--- config.mk ---
export PLATFORM = sky130hd
export DESIGN_NAME = bcd_count_ctrl
export DESIGN_NICKNAME = d
export VERILOG_FILES = /design/src/rtl/bcd_count_ctrl.sv
export SDC_FILE = /design/constraint.sdc
export NUM_CORES = 1
export LEC_CHECK = 0
export CAP_MARGIN = 10
export CELL_PAD_IN_SITES_DETAIL_PLACEMENT = 0
export CELL_PAD_IN_SITES_GLOBAL_PLACEMENT = 1
export CORE_MARGIN = 1
export CORE_UTILIZATION = 37
export CTS_CLUSTER_DIAMETER = 60
export DETAILED_ROUTE_END_ITERATION = 10
export GPL_TIMING_DRIVEN = 0
export PLACE_DENSITY_LB_ADDON = 0.1
export SYNTH_ARGS = -nofsm -noshare
export SYNTH_HDL_FRONTEND = slang
export SYNTH_SLANG_ARGS = --single-unit
export TNS_END_PERCENT = 5
--- constraint.sdc ---
create_clock -name clk -period 1.9 [get_ports clk]
set_input_delay 0.38 -clock clk [delete_from_list [all_inputs] [get_ports clk]]
set_output_delay 0.38 -clock clk [all_outputs]
set_load 0.02 [all_outputs]
--- src/rtl/bcd_count_ctrl.sv ---
// bcd_count_ctrl: run-control sequencer and counter for a two-digit BCD counter.
// It provides start/stop/clear/load control, up/down counting, a clock prescaler,
// and either wrap-around or one-shot handling at the ends of the range.
//
// Ports
//   clk        in   1  clock, rising edge
//   reset      in   1  asynchronous, active-high
//   start      in   1  begins (IDLE) or resumes (PAUSE) counting
//   stop       in   1  pauses counting (RUN -> PAUSE); wins over start
//   clear      in   1  count := 00, prescaler := 0, state := IDLE
//   up_dn      in   1  1 = count up, 0 = count down, sampled at each step
//   load       in   1  one-cycle strobe loading load_tens/load_ones
//   load_tens  in   4  BCD tens digit to load
//   load_ones  in   4  BCD ones digit to load
//   tens       out  4  BCD tens digit (registered)
//   ones       out  4  BCD ones digit (registered)
//   state      out  2  00 IDLE, 01 RUN, 10 PAUSE, 11 DONE (registered)
//   tick       out  1  pulse in the first cycle a new count is visible
//   wrap       out  1  pulse with tick on a wrap or one-shot terminal event
//   load_err   out  1  pulse after a rejected load
module bcd_count_ctrl #(
    parameter int unsigned PRESCALE = 4,
    parameter int unsigned TERMINAL = 99,
    parameter int unsigned ONE_SHOT = 0
) (
    input  logic       clk,
    input  logic       reset,
    input  logic       start,
    input  logic       stop,
    input  logic       clear,
    input  logic       up_dn,
    input  logic       load,
    input  logic [3:0] load_tens,
    input  logic [3:0] load_ones,
    output logic [3:0] tens,
    output logic [3:0] ones,
    output logic [1:0] state,
    output logic       tick,
    output logic       wrap,
    output logic       load_err
);

    localparam int unsigned      PSC_W       = (PRESCALE > 1) ? $clog2(PRESCALE) : 1;
    localparam logic [PSC_W-1:0] PSC_LAST    = PSC_W'(PRESCALE - 1);
    localparam logic [3:0]       TERM_TENS   = 4'(TERMINAL / 10);
    localparam logic [3:0]       TERM_ONES   = 4'(TERMINAL % 10);
    localparam logic             ONE_SHOT_EN = (ONE_SHOT != 0);

    typedef enum logic [1:0] {
        IDLE  = 2'b00,
        RUN   = 2'b01,
        PAUSE = 2'b10,
        DONE  = 2'b11
    } state_e;

    state_e           state_q, state_d;
    logic [3:0]       tens_q, tens_d;
    logic [3:0]       ones_q, ones_d;
    logic [PSC_W-1:0] psc_q, psc_d;
    logic             tick_q, tick_d;
    logic             wrap_q, wrap_d;
    logic             load_err_q, load_err_d;

    logic [3:0] up_tens, up_ones;
    logic [3:0] dn_tens, dn_ones;
    logic       at_term, at_zero, load_ok, psc_done;

    // BCD increment/decrement of the current count, digit-wise with carry/borrow
    always_comb begin : bcd_step
        up_tens = tens_q;
        up_ones = ones_q + 4'd1;
        if (ones_q == 4'd9) begin
            up_ones = 4'd0;
            up_tens = tens_q + 4'd1;
        end
        dn_tens = tens_q;
        dn_ones = ones_q - 4'd1;
        if (ones_q == 4'd0) begin
            dn_ones = 4'd9;
            dn_tens = tens_q - 4'd1;
        end
    end

    assign at_term  = (tens_q == TERM_TENS) && (ones_q == TERM_ONES);
    assign at_zero  = (tens_q == 4'd0) && (ones_q == 4'd0);
    assign psc_done = (psc_q == PSC_LAST);

    // A load must be two BCD digits whose decimal value does not exceed TERMINAL
    assign load_ok = (load_tens <= 4'd9) && (load_ones <= 4'd9) &&
                     ((load_tens < TERM_TENS) ||
                      ((load_tens == TERM_TENS) && (load_ones <= TERM_ONES)));

    // Next-state: command priority clear > load > stop > start, then prescaled counting
    always_comb begin : next_state
        state_d    = state_q;
        tens_d     = tens_q;
        ones_d     = ones_q;
        psc_d      = psc_q;
        tick_d     = 1'b0;
        wrap_d     = 1'b0;
        load_err_d = 1'b0;

        if (clear) begin
            tens_d  = 4'd0;
            ones_d  = 4'd0;
            psc_d   = '0;
            state_d = IDLE;
        end else if (load) begin
            // A rejected load still takes the cycle: nothing advances
            if (load_ok) begin
                tens_d = load_tens;
                ones_d = load_ones;
                psc_d  = '0;
                if (state_q == DONE) begin
                    state_d = IDLE;
                end
            end else begin
                load_err_d = 1'b1;
            end
        end else if (stop) begin
            if (state_q == RUN) begin
                state_d = PAUSE;
            end
        end else if (start && (state_q == IDLE)) begin
            state_d = RUN;
            psc_d   = '0;
        end else if (start && (state_q == PAUSE)) begin
            // Prescaler keeps its held value so no partial period is lost
            state_d = RUN;
        end else if (state_q == RUN) begin
            if (!psc_done) begin
                psc_d = psc_q + PSC_W'(1);
            end else begin
                psc_d  = '0;
                tick_d = 1'b1;
                if (up_dn) begin
                    if (at_term) begin
                        wrap_d = 1'b1;
                        if (ONE_SHOT_EN) begin
                            state_d = DONE;
                        end else begin
                            tens_d = 4'd0;
                            ones_d = 4'd0;
                        end
                    end else begin
                        tens_d = up_tens;
                        ones_d = up_ones;
                    end
                end else begin
                    if (at_zero) begin
                        wrap_d = 1'b1;
                        if (ONE_SHOT_EN) begin
                            state_d = DONE;
                        end else begin
                            tens_d = TERM_TENS;
                            ones_d = TERM_ONES;
                        end
                    end else begin
                        tens_d = dn_tens;
                        ones_d = dn_ones;
                    end
                end
            end
        end
    end

    // State and output registers
    always_ff @(posedge clk or posedge reset) begin : regs
        if (reset) begin
            state_q    <= IDLE;
            tens_q     <= 4'd0;
            ones_q     <= 4'd0;
            psc_q      <= '0;
            tick_q     <= 1'b0;
            wrap_q     <= 1'b0;
            load_err_q <= 1'b0;
        end else begin
            state_q    <= state_d;
            tens_q     <= tens_d;
            ones_q     <= ones_d;
            psc_q      <= psc_d;
            tick_q     <= tick_d;
            wrap_q     <= wrap_d;
            load_err_q <= load_err_d;
        end
    end

    assign tens     = tens_q;
    assign ones     = ones_q;
    assign state    = state_q;
    assign tick     = tick_q;
    assign wrap     = wrap_q;
    assign load_err = load_err_q;

endmodule
==> impl_results.md <==
* Buffers on Ports at 26
* Synth Instances at 130
* TritonCTS clock tree: done
* WS Path Type: reg -> reg
* Post-Syn Nets at approximately 150
* Row count at 20
* Main synth FF type: dfrtp_1
* Total power divided by cell area at 693 mW/mm2
* CTS Buf Count at 3
* Slew HR at 52.7%
* Placed Area at 0.00152 mm2
* F_max at 542 MHz
* Via count at 1172
* Final worst slack at 0.0557 ns
* Clock Skew at around 0.0042 ns
* Post-synth EDFFs at 0
* Setup WS pre-CTS at -0.389 ns
* Synth warn at 0
* Die width at around 59 um
* Share of layout cells above drive strength 1 at 18.9%
* Fin. max-slew vios at 0
* Die area at 0.00349 mm2
* CP Max Fanout at 3
* CORE AREA at between 0.003 and 0.004 mm2
* Worst setup SP type: flop
* Pre-antenna DRT Iters at 4
* GRT Overall Usage at between 10% and 20%
* Avg WL per Cell at around 15 um
* Synth cell types at 50
* Fin util at 54.5%
* Final Hold Viols at 0
* I/O Pins at 28
* Tightest Pin Transition at 0.707 ns
* 1st-iter DRT viols at 54
* Final Cell Area at 0.00168 mm2
* Status: finished clean
* Largest stage delay on the critical path at roughly 0.45 ns
* Routed wire length at 3170 um
* GPL Wtd Cong at 0.828
* Synth Register Bits at 15
* DRT antenna net count at 0
* Avg Vias per Cell at ~5.5
* Chip height at 59.0 um
* Final setup fails at 0
* Fin nets at 193
* Slowest CP cell: dfrtp_2
* Largest net degree at the start of global routing at 16
* Total gr overflow at 0
* RSZ-0062 raised after global routing: true
* Worst VDD drop at 0.351 mV
* Seq/Total Area, Yosys at 31.2%
* Synth-to-Final Area Change at 39.4%
* Worst-case clock buffer depth at 2
* Initial antenna violation count at 0
* Min Clock Period, post-route at 1.84 ns
* Async set-reset flop share out of synthesis at between 90% and 100%
* Post-route insts no fill at 213
* Inserted Diodes at 0
* Fin crit share at 97.1%
* CTS clk-pin slew, worst paths at 0.09 ns
* H-tree levels at 1
* Max cap viols at 0
* DR DRC count at 0
* Critical Path RT at 2.07 ns
* Average cell area after synthesis at roughly 9 um2
* Synthesized area at 0.00120 mm2
* Total placed cells including tap cells at 200
* Clock Latency Late Sink at 0.28 ns
* Hpwl dp at 2320 um
* First-pass GRT wire length at 5240 um
* Clock sink total at 15
* CP cell instances: buf_4 > ha_1 > and2_1 > a211o_1 > a32o_1 > mux2_2
* Crit end category: flop
* CTS root buf: clkbuf_4
* HP Class: in -> async
* Pleak at 0.729 nW
* Vias in the first global route at 1102
* Critical Path AT at approximately 2.0 ns
* Initial core utilization at 39.1%
-- worst max-delay path: cells and delay by family, from the launching register on --
kind	cells	cell delay [ns]
AOI/OAI and AO/OA	2	0.51
DFF	1	0.45
muxes	1	0.25
adders and majority gates	1	0.20
and+or+nand+nor	1	0.17
buffers and inverters	1	0.15
-- final timing paths --
path	start	to	slack, ns	cells after the start
min in group clk	psc_q[1]	psc_q[1]	0.54	2
max reg2reg	ones[0]	ones[2]	0.06	6
max	ones[0]	ones[2]	0.06	6
max in group asynchronous	reset	ones[0]	1.04	2
min reg2reg	psc_q[1]	psc_q[1]	0.54	2
min	reset	psc_q[1]	0.45	2
-- synthesized netlist by cell type, types with 2 or more instances --
library cell | number | share of area (%)
a211o_1 | 3 | 2.2
a21boi_0 | 2 | 1.2
a21oi_1 | 2 | 0.83
a21oi_2 | 2 | 1.5
a22oi_1 | 2 | 1.2
a31oi_1 | 4 | 2.1
a32o_1 | 2 | 1.7
and2_1 | 2 | 1.0
and4_1 | 2 | 1.5
buf_2 | 2 | 0.83
dfrtp_1 | 15 | 31
ha_1 | 8 | 8.3
inv_1 | 9 | 2.8
mux2_1 | 3 | 2.8
mux2i_1 | 6 | 5.0
nand2_1 | 2 | 0.62
nand2b_1 | 2 | 1.0
nand3_1 | 2 | 0.83
nand3b_1 | 3 | 1.9
nor2_1 | 15 | 4.7
nor2b_1 | 4 | 2.1
nor3_1 | 3 | 1.2
o211ai_1 | 2 | 1.2
o21ai_0 | 7 | 2.9
-- registers in the layout, indices dropped and copies added (netlist names) --
register / count
psc_q: 2
tens: 4
tick: 1
wrap: 1
state: 2
load_err: 1
ones: 4
-- cell type report --
| type | count | area (um2) |
|---|---|---|
| sequential | 15 | 377 |
| fill | 313 | 1400 |
| buffer | 4 | 22.5 |
| multi-input combinational | 101 | 815 |
| clock buffer | 4 | 26.3 |
| inverter | 10 | 37.5 |
| timing repair buffer | 35 | 345 |
| tap | 44 | 55.1 |
-- cells in the final DEF (no fill, tap or decap), types with 2 or more instances in the layout --
| cell | netlist | routed |
|---|---|---|
| clkdlybuf4s50_1 | 0 | 24 |
| nor2_1 | 15 | 15 |
| dfrtp_1 | 15 | 14 |
| buf_4 | 1 | 9 |
| inv_1 | 9 | 7 |
| o21ai_0 | 7 | 7 |
| ha_1 | 8 | 7 |
| mux2i_1 | 6 | 6 |
| a31oi_1 | 4 | 4 |
| nor2b_1 | 4 | 4 |
| a211o_1 | 3 | 3 |
| nand3b_1 | 3 | 3 |
| inv_2 | 1 | 3 |
| mux2_1 | 3 | 3 |
| nor3_1 | 3 | 3 |
| clkbuf_4 | 0 | 3 |
| buf_2 | 2 | 2 |
| and2_1 | 2 | 2 |
| a32o_1 | 2 | 2 |
| nand2b_1 | 2 | 2 |
| o211ai_1 | 2 | 2 |
| and4_1 | 2 | 2 |
| nand2_1 | 2 | 2 |
| a21boi_0 | 2 | 2 |
| a21oi_2 | 2 | 2 |
| nand3_1 | 2 | 2 |
| a22oi_1 | 2 | 2 |
| dlymetal6s2s_1 | 0 | 2 |
-- through the flow --
step                setup TNS, ns  power (mW)  hold slack (ns)
CTS                             0        1.13            0.469
global route              -0.0232        1.25            0.534
floorplan                       0       0.725            0.281
global placement            -2.93       0.896            0.515
finish                          0        1.16            0.448
detailed placement          -2.97       0.903            0.536
-- power breakdown --
part	switching (mW)	internal, mW
Combinational	0.274	0.290
Sequential	0.0606	0.358
Clock	0.0978	0.0814
Total	0.432	0.730
-- logic make-up after synthesis --
kind of cell | count (synthesis) | share of synthesized area [%]
adders and majority gates | 8 | 8.32
xor gates and xnor gates | 1 | 0.728
muxes | 10 | 8.73
AOI/OAI and AO/OA | 37 | 23.0
buffers and inverters | 14 | 4.89
DFF | 15 | 31.2
and+or+nand+nor | 45 | 23.2
-- per-layer routing --
metal | GRT usage, % | up-vias | wire, um
li1 | - | 561 | -
met1 | 28.2 | 584 | 1490
met2 | 32.1 | 25 | 1540
met3 | 1.53 | 2 | 119
met4 | 7.14 | 0 | 20
met5 | 0 | - | 0
-- timing repair --
action,4_1_cts,5_1_grt
hold buffers,0,0
buffers inserted,4,5
endpoints found under the setup margin,7,8
gates cloned,0,0
pin swaps,2,2
gates resized for setup,6,8
hold endpoints to repair,0,0
(Power assumes the default switching activity.)
